$ cat config.mk
export PLATFORM = sky130hd
export DESIGN_NAME = servo_ramp_scheduler_flat
export DESIGN_NICKNAME = d
export VERILOG_FILES = /design/src/rtl/servo_ramp_scheduler_if.sv /design/src/rtl/servo_ramp_scheduler.sv /design/src/flat_wrapper.sv
export SDC_FILE = /design/constraint.sdc
export NUM_CORES = 1
export LEC_CHECK = 0
export CAP_MARGIN = 20
export CORE_UTILIZATION = 58
export CTS_CLUSTER_DIAMETER = 150
export DETAILED_ROUTE_END_ITERATION = 8
export PLACE_DENSITY = 0.81
export REMOVE_ABC_BUFFERS = 1
export SLEW_MARGIN = 10
export SYNTH_ARGS = -nofsm -noshare
export SYNTH_HDL_FRONTEND = slang
export SYNTH_SLANG_ARGS = --single-unit
export TNS_END_PERCENT = 100
$ cat constraint.sdc
create_clock -name clk -period 5.2 [get_ports clk]
set_input_delay 1.04 -clock clk [delete_from_list [all_inputs] [get_ports clk]]
set_output_delay 1.04 -clock clk [all_outputs]
set_load 0.05 [all_outputs]
$ cat src/rtl/servo_ramp_scheduler_if.sv
// Command handshake bundle for servo_ramp_scheduler.
// Master drives cmd_valid/cmd_chan/cmd_pos, slave returns cmd_ready.
interface servo_ramp_scheduler_if;
  logic       cmd_valid;
  logic       cmd_ready;
  logic [1:0] cmd_chan;
  logic [7:0] cmd_pos;

  modport master (
    output cmd_valid,
    output cmd_chan,
    output cmd_pos,
    input  cmd_ready
  );

  modport slave (
    input  cmd_valid,
    input  cmd_chan,
    input  cmd_pos,
    output cmd_ready
  );
endinterface

$ cat src/rtl/servo_ramp_scheduler.sv
// Four-channel servo position ramp scheduler, one channel per sweep cycle.
// Optional macro SERVO_TIMEOUT_EN disables channels left without commands.
module servo_ramp_scheduler #(
  parameter int unsigned FRAME_CYCLES   = 1500000,
  parameter int unsigned STEP           = 4,
  parameter int unsigned TIMEOUT_FRAMES = 100
) (
  input  logic                  clk,
  input  logic                  rst_n,
  servo_ramp_scheduler_if.slave cmd,
  output logic [31:0]           pos_out,
  output logic [3:0]            drv_enable,
  output logic [3:0]            at_target,
  output logic                  frame_tick
);

  localparam int unsigned CW =
    (FRAME_CYCLES > 1) ? $clog2(FRAME_CYCLES) : 1;
  localparam logic [CW-1:0] LAST = CW'(FRAME_CYCLES - 1);

  // A step of 255 already spans the full range, so the
  // 9-bit ramp sums below can never overflow.
  localparam logic [8:0] STEP9 =
    (STEP > 255) ? 9'd255 : 9'(STEP);

  // UPDn carries the channel number in its low bits.
  localparam logic [2:0] IDLE = 3'd0;
  localparam logic [2:0] UPD0 = 3'd4;
  localparam logic [2:0] UPD1 = 3'd5;
  localparam logic [2:0] UPD2 = 3'd6;
  localparam logic [2:0] UPD3 = 3'd7;

  logic [2:0]      state;
  logic [2:0]      state_nxt;
  logic [CW-1:0]   frame_cnt;
  logic            ready_q;
  logic            accept;
  logic [3:0][7:0] cur;
  logic [3:0][7:0] tgt;
  logic [1:0]      upd_ch;
  logic            upd_go;
  logic [7:0]      cur_sel;
  logic [7:0]      tgt_sel;
  logic [8:0]      c9;
  logic [8:0]      t9;
  logic [8:0]      up9;
  logic [8:0]      dn9;
  logic [7:0]      ramp_nxt;

  assign accept        = cmd.cmd_valid && ready_q;
  assign cmd.cmd_ready = ready_q;
  assign frame_tick    = (frame_cnt == LAST);
  assign pos_out       = cur;
  assign upd_ch        = state[1:0];
  assign upd_go        = state[2];

  // Free-running frame counter.
  always_ff @(posedge clk or negedge rst_n) begin
    if (!rst_n) begin
      frame_cnt <= '0;
    end else if (frame_cnt == LAST) begin
      frame_cnt <= '0;
    end else begin
      frame_cnt <= frame_cnt + 1'b1;
    end
  end

  // Sweep sequencing: one frame tick walks UPD0..UPD3 once.
  always_comb begin
    state_nxt = IDLE;
    unique case (state)
      IDLE:    state_nxt = frame_tick ? UPD0 : IDLE;
      UPD0:    state_nxt = UPD1;
      UPD1:    state_nxt = UPD2;
      UPD2:    state_nxt = UPD3;
      UPD3:    state_nxt = IDLE;
      default: state_nxt = IDLE;
    endcase
  end

  // State register; ready is registered so it stays low in reset.
  always_ff @(posedge clk or negedge rst_n) begin
    if (!rst_n) begin
      state   <= IDLE;
      ready_q <= 1'b0;
    end else begin
      state   <= state_nxt;
      ready_q <= (state_nxt == IDLE);
    end
  end

  // Next position for the channel being swept, clamped at target.
  always_comb begin
    cur_sel  = cur[upd_ch];
    tgt_sel  = tgt[upd_ch];
    c9       = {1'b0, cur_sel};
    t9       = {1'b0, tgt_sel};
    up9      = c9 + STEP9;
    dn9      = c9 - STEP9;
    ramp_nxt = cur_sel;
    unique case (1'b1)
      c9 < t9:
        ramp_nxt = (STEP9 == 9'd0 || up9 >= t9)
                   ? tgt_sel : up9[7:0];
      c9 > t9:
        ramp_nxt = (STEP9 == 9'd0 || c9 < STEP9 || dn9 <= t9)
                   ? tgt_sel : dn9[7:0];
      default:
        ramp_nxt = cur_sel;
    endcase
  end

  // Targets load from commands; positions move during the sweep.
  always_ff @(posedge clk or negedge rst_n) begin
    if (!rst_n) begin
      cur <= {4{8'd128}};
      tgt <= {4{8'd128}};
    end else begin
      if (accept) begin
        tgt[cmd.cmd_chan] <= cmd.cmd_pos;
      end
      if (upd_go && drv_enable[upd_ch]) begin
        cur[upd_ch] <= ramp_nxt;
      end
    end
  end

  // Per-channel arrival flags.
  always_comb begin
    for (int n = 0; n < 4; n++) begin
      at_target[n] = (cur[n] == tgt[n]);
    end
  end

`ifdef SERVO_TIMEOUT_EN
  localparam int unsigned TW =
    ($clog2(TIMEOUT_FRAMES + 1) > 0) ? $clog2(TIMEOUT_FRAMES + 1) : 1;
  localparam logic [TW-1:0] TLIM = TW'(TIMEOUT_FRAMES);

  logic [3:0][TW-1:0] idle_frames;

  // Frames since the last command, saturating at the limit.
  always_ff @(posedge clk or negedge rst_n) begin
    if (!rst_n) begin
      idle_frames <= '0;
    end else begin
      for (int n = 0; n < 4; n++) begin
        if (accept && cmd.cmd_chan == 2'(n)) begin
          idle_frames[n] <= '0;
        end else if (frame_tick && idle_frames[n] != TLIM) begin
          idle_frames[n] <= idle_frames[n] + 1'b1;
        end
      end
    end
  end

  // A command enables its channel; silence past the limit disables it.
  always_ff @(posedge clk or negedge rst_n) begin
    if (!rst_n) begin
      drv_enable <= 4'b0000;
    end else begin
      for (int n = 0; n < 4; n++) begin
        if (accept && cmd.cmd_chan == 2'(n)) begin
          drv_enable[n] <= 1'b1;
        end else if (idle_frames[n] == TLIM) begin
          drv_enable[n] <= 1'b0;
        end
      end
    end
  end
`else
  // A command enables its channel until the next reset.
  always_ff @(posedge clk or negedge rst_n) begin
    if (!rst_n) begin
      drv_enable <= 4'b0000;
    end else if (accept) begin
      drv_enable[cmd.cmd_chan] <= 1'b1;
    end
  end
`endif

endmodule

$ cat src/flat_wrapper.sv
// flat-port wrapper written by rule: the top's interface ports become plain ports
module servo_ramp_scheduler_flat 
#(
  parameter int unsigned FRAME_CYCLES   = 1500000,
  parameter int unsigned STEP           = 4,
  parameter int unsigned TIMEOUT_FRAMES = 100
)
  (clk, rst_n, pos_out, drv_enable, at_target, frame_tick, cmd_cmd_valid, cmd_cmd_chan, cmd_cmd_pos, cmd_cmd_ready);
  servo_ramp_scheduler_if cmd_i ();
  input  logic clk;
  input  logic rst_n;
  output logic [31:0] pos_out;
  output logic [3:0] drv_enable;
  output logic [3:0] at_target;
  output logic frame_tick;
  input wire logic [$bits(cmd_i.cmd_valid)-1:0] cmd_cmd_valid;
  input wire logic [$bits(cmd_i.cmd_chan)-1:0] cmd_cmd_chan;
  input wire logic [$bits(cmd_i.cmd_pos)-1:0] cmd_cmd_pos;
  output wire logic [$bits(cmd_i.cmd_ready)-1:0] cmd_cmd_ready;
  assign cmd_i.cmd_valid = cmd_cmd_valid;
  assign cmd_i.cmd_chan = cmd_cmd_chan;
  assign cmd_i.cmd_pos = cmd_cmd_pos;
  assign cmd_cmd_ready = cmd_i.cmd_ready;
  servo_ramp_scheduler #(.FRAME_CYCLES(FRAME_CYCLES), .STEP(STEP), .TIMEOUT_FRAMES(TIMEOUT_FRAMES)) u_core (.clk(clk), .rst_n(rst_n), .cmd(cmd_i), .pos_out(pos_out), .drv_enable(drv_enable), .at_target(at_target), .frame_tick(frame_tick));
endmodule
==> results list <==
- Yosys printed 0 warnings.
- Cell with the biggest individual delay on the critical path: sky130_fd_sc_hd__dfrtp_1
* Area growth, synth to finish: 16.7%
- For this run, the slowest stage of the critical path takes approximately 0.9 ns.
- After detailed routing, the total wire length is approximately 15 mm.
- Final Cell Area: between 6000 and 7000 µm²
- Leaving out fill and tap cells, the most frequent cell in the layout is sky130_fd_sc_hd__dfrtp_1.
* Total die area: ~9900 µm²
- Critical-path maximum fanout: 14
* RSZ-0062 raised after global routing: false
- Post-Place Setup Slack: roughly 0.74 ns
- Final #Nets: 611
* CP startpoint kind: flip-flop
* Post-route met1 wirelength: about 6 mm
- TritonCTS built the clock tree.
* Routed length on met3: between 1 and 1.5 mm
- The number of different library cells used by synthesis comes to 57.
- Sequence of cells on the critical path: mux4_2 -> nor3_1 -> xor2_1 -> ha_1 -> nand4_1 -> o32a_1 -> o21ai_0 -> a21oi_4 -> o2bb2ai_4 -> mux2i_1 -> o21ai_0
- Buffers inserted to repair hold after CTS numbered 0.
- Data on the critical path is required at its endpoint by 5.41 ns.
- Async S/R FF share, synth: 100%
- The routed layout has ~4,600 vias.
- From bottom edge to top edge, the die measures just under 100 µm.
- I/O pins: 55
- After clock tree synthesis, the clock-pin slew on the worst setup and hold paths is approximately 0.090 ns.
- Final clock period utilization by the worst path: just under 90%
* Router iterations before antenna repair: 5
* Static Leak: 2.59 nW
- At the pin with the least slew margin, the transition time is about 0.84 ns.
- Root buffer cell: sky130_fd_sc_hd__clkbuf_8
* HPWL after detailed placement: 11.0 mm
* Number of enable flip-flop cells after synthesis: 0
- Fraction of final layout cells with drive strength greater than 1: 15.1%
- In the routed layout, each cell is associated on average with a via count of between 6 and 7.
- Global routing used 32.5% of the available tracks across all layers.
- Sequential cell area fraction in the yosys report: 42.4%
* Worst endpoint data arrival time: ~4.8 ns
- Placeable Area: ~9200 µm²
* Time the worst path needs with I/O delays and setup: between 4 and 5 ns
- The cell that appears most often on the critical path is sky130_fd_sc_hd__o21ai_0.
- X dimension of the die: a little under 100 µm
- Via count of the first global-routing pass: 4,454
- In the final timing run, aggregate negative setup slack is 0 ns.
- Synthesis inferred between 90 and 100 register bits.
- Most used cells in the layout excluding fill and tap cells: sky130_fd_sc_hd__dfrtp_1, sky130_fd_sc_hd__clkdlybuf4s50_1, sky130_fd_sc_hd__nand2_1, sky130_fd_sc_hd__xnor2_1, sky130_fd_sc_hd__nor2_1
- The initialized floorplan defines 35 standard-cell rows.
- Final routed DRC violation total: 0
- Buffers inserted during clock tree synthesis total 9.
- Uppermost signal routing layer after detailed routing: met4
- The detail route stage leaves a number of antenna-violating nets equal to 0.
- Setup slack closes at around 0.62 ns.
- CTS built an H-tree with a depth of 3.
- Detailed-routed wire length on met2: just over 7 mm
- Type of the worst min-delay path: flip-flop to flip-flop
- Area post-placement: 6190 µm²
- VDD sags by at most between 0.2 and 0.3 mV.
- In this run, placement finished with an instance count of about 690.
* Number of antenna violations at the first check in global routing: 0
- The cell count after synthesis came out at 521.
- Initial detailed-routing violation count: around 450
* Wire length per cell after detailed routing: roughly 21 µm
- STA classifies the critical path endpoint as a flip-flop.
* Max Cap Viol: 0
* Total inserted antenna cells: 0
- Count of input and output buffers: between 50 and 60
- The first global-routing pass estimated around 24 mm of wire.
* Clock network latency to the later pin of the worst-skew pair: 0.37 ns
* RePlAce Congestion: 0.933
- Layout Cells excl Fill: roughly 700
- The number of pins with negative max-slew slack in the final report is 0.
* Setup clock skew after layout: 0.0103 ns
* Total count of hold-check failures in the final report: 0
* Overflow left after global routing: 0
- PwrDens: 263 nW/µm²
* Postcts setup bufs: 0
* Critical setup path kind: flip-flop to flip-flop
* Number of sinks on the clock net: 93
* Post-cts repair resize count: 0
- Netlist Area Pre-Place: 5510 µm²
- In this run the tightest slew margin relative to its limit is approximately 44%.
- Result of the run: finished clean
* Buffers from clock root to sink, at most: 2
* Largest net degree at the start of global routing: 54
- Among all flip-flop cells after synthesis, the most frequent one is sky130_fd_sc_hd__dfrtp_1.
* Upper clock frequency limit: around 0.22 GHz
* Post-synthesis average cell area: around 11 µm²
* Initial core utilization: roughly three fifths
* Final setup violation count: 0
- Minimum hold slack: ~0.48 ns
==> registers in the layout, indices dropped and copies added (netlist names) <==
| register | cells |
|---|---|
| u_core.pos_out | 32 |
| u_core.tgt | 32 |
| u_core.drv_enable | 4 |
| u_core.cmd.cmd_ready | 1 |
| u_core.frame_cnt | 21 |
| u_core.state | 3 |
==> report_power, final <==
part	internal, mW	switching, mW	total, mW
registers	0.775	0.0503	0.825
clock network	0.325	0.272	0.596
logic	0.133	0.138	0.272
==> stage by stage <==
step / total power, mW / util, %
global route: 1.75 / 69.6
global placement: 1.09 / 67.0
finish: 1.69 / 69.6
floorplan: 1.01 / -
detailed placement: 1.11 / 67.0
CTS: 1.70 / 69.6
==> final cells by class <==
class	count	area [µm²]
multi-input cells	397	3050
fillers	670	2810
flip-flops and latches	93	2340
repair buffers	61	591
well taps	129	161
clock buffers	10	128
clock inverters	6	118
inverters	14	52.6
==> worst max-delay path: cells and delay by family (launching register included) <==
| family | cells | cell delay, ns |
|---|---|---|
| AO/OA/AOI/OAI | 5 | 1.19 |
| XOR/XNOR | 1 | 0.19 |
| adder cells (fa/ha/maj) | 1 | 0.35 |
| flip-flops | 1 | 0.90 |
| multiplexers | 2 | 1.20 |
| AND/OR/NAND/NOR | 2 | 0.58 |
==> cells in the mapped netlist, types with 3 or more instances <==
library cell / instances / area [µm²]
sky130_fd_sc_hd__a211oi_1: 4 / 30.0
sky130_fd_sc_hd__a21oi_1: 13 / 65.1
sky130_fd_sc_hd__a31oi_1: 8 / 50.1
sky130_fd_sc_hd__a41oi_1: 3 / 26.3
sky130_fd_sc_hd__and2_1: 8 / 50.1
sky130_fd_sc_hd__and3_1: 6 / 37.5
sky130_fd_sc_hd__and4_1: 3 / 26.3
sky130_fd_sc_hd__buf_2: 5 / 25.0
sky130_fd_sc_hd__clkbuf_1: 9 / 33.8
sky130_fd_sc_hd__dfrtp_1: 85 / 2130
sky130_fd_sc_hd__dfstp_2: 8 / 210
sky130_fd_sc_hd__ha_1: 22 / 275
sky130_fd_sc_hd__inv_1: 14 / 52.6
sky130_fd_sc_hd__mux2_2: 33 / 372
sky130_fd_sc_hd__mux2i_1: 7 / 70.1
sky130_fd_sc_hd__mux4_2: 15 / 338
sky130_fd_sc_hd__nand2_1: 51 / 191
sky130_fd_sc_hd__nand2b_1: 5 / 31.3
sky130_fd_sc_hd__nand3_1: 18 / 90.1
sky130_fd_sc_hd__nand4_1: 18 / 113
sky130_fd_sc_hd__nor2_1: 38 / 143
sky130_fd_sc_hd__nor2b_1: 3 / 18.8
sky130_fd_sc_hd__nor3_1: 8 / 40.0
sky130_fd_sc_hd__o211ai_1: 8 / 60.1
sky130_fd_sc_hd__o21ai_0: 22 / 110
sky130_fd_sc_hd__o21ai_1: 6 / 30.0
sky130_fd_sc_hd__o31ai_1: 5 / 37.5
sky130_fd_sc_hd__or2_2: 3 / 18.8
sky130_fd_sc_hd__xnor2_1: 42 / 368
sky130_fd_sc_hd__xor2_1: 16 / 140
==> cells by family after synthesis <==
logic type	synth area share, %
AOI/OAI and AO/OA	10.7
xor gates and xnor gates	9.21
adders and majority gates	4.99
buffers and inverters	2.43
DFF	42.4
muxes	14.1
and+or+nand+nor	16.1
==> path summary, 6_finish.rpt <==
kind | slack (ns) | depth (start not counted) | start | endpoint
min reg2reg | 0.48 | 1 | u_core.frame_cnt[4] | u_core.frame_cnt[4]
max | 0.62 | 11 | u_core.state[0] | u_core.pos_out[17]
min in group asynchronous | 0.64 | 1 | rst_n | u_core.pos_out[21]
min | 0.48 | 1 | u_core.frame_cnt[4] | u_core.frame_cnt[4]
max reg2reg | 0.62 | 11 | u_core.state[0] | u_core.pos_out[17]
max in group asynchronous | 3.51 | 2 | rst_n | u_core.tgt[17]
==> layer usage <==
layer | up-vias | GRT usage, %
met5 | - | 0
met4 | 0 | 15.6
met3 | 55 | 4.36
met2 | 242 | 53.2
met1 | 2280 | 43.3
li1 | 2003 | -
No activity file was read; power rests on OpenSTA's default activity.
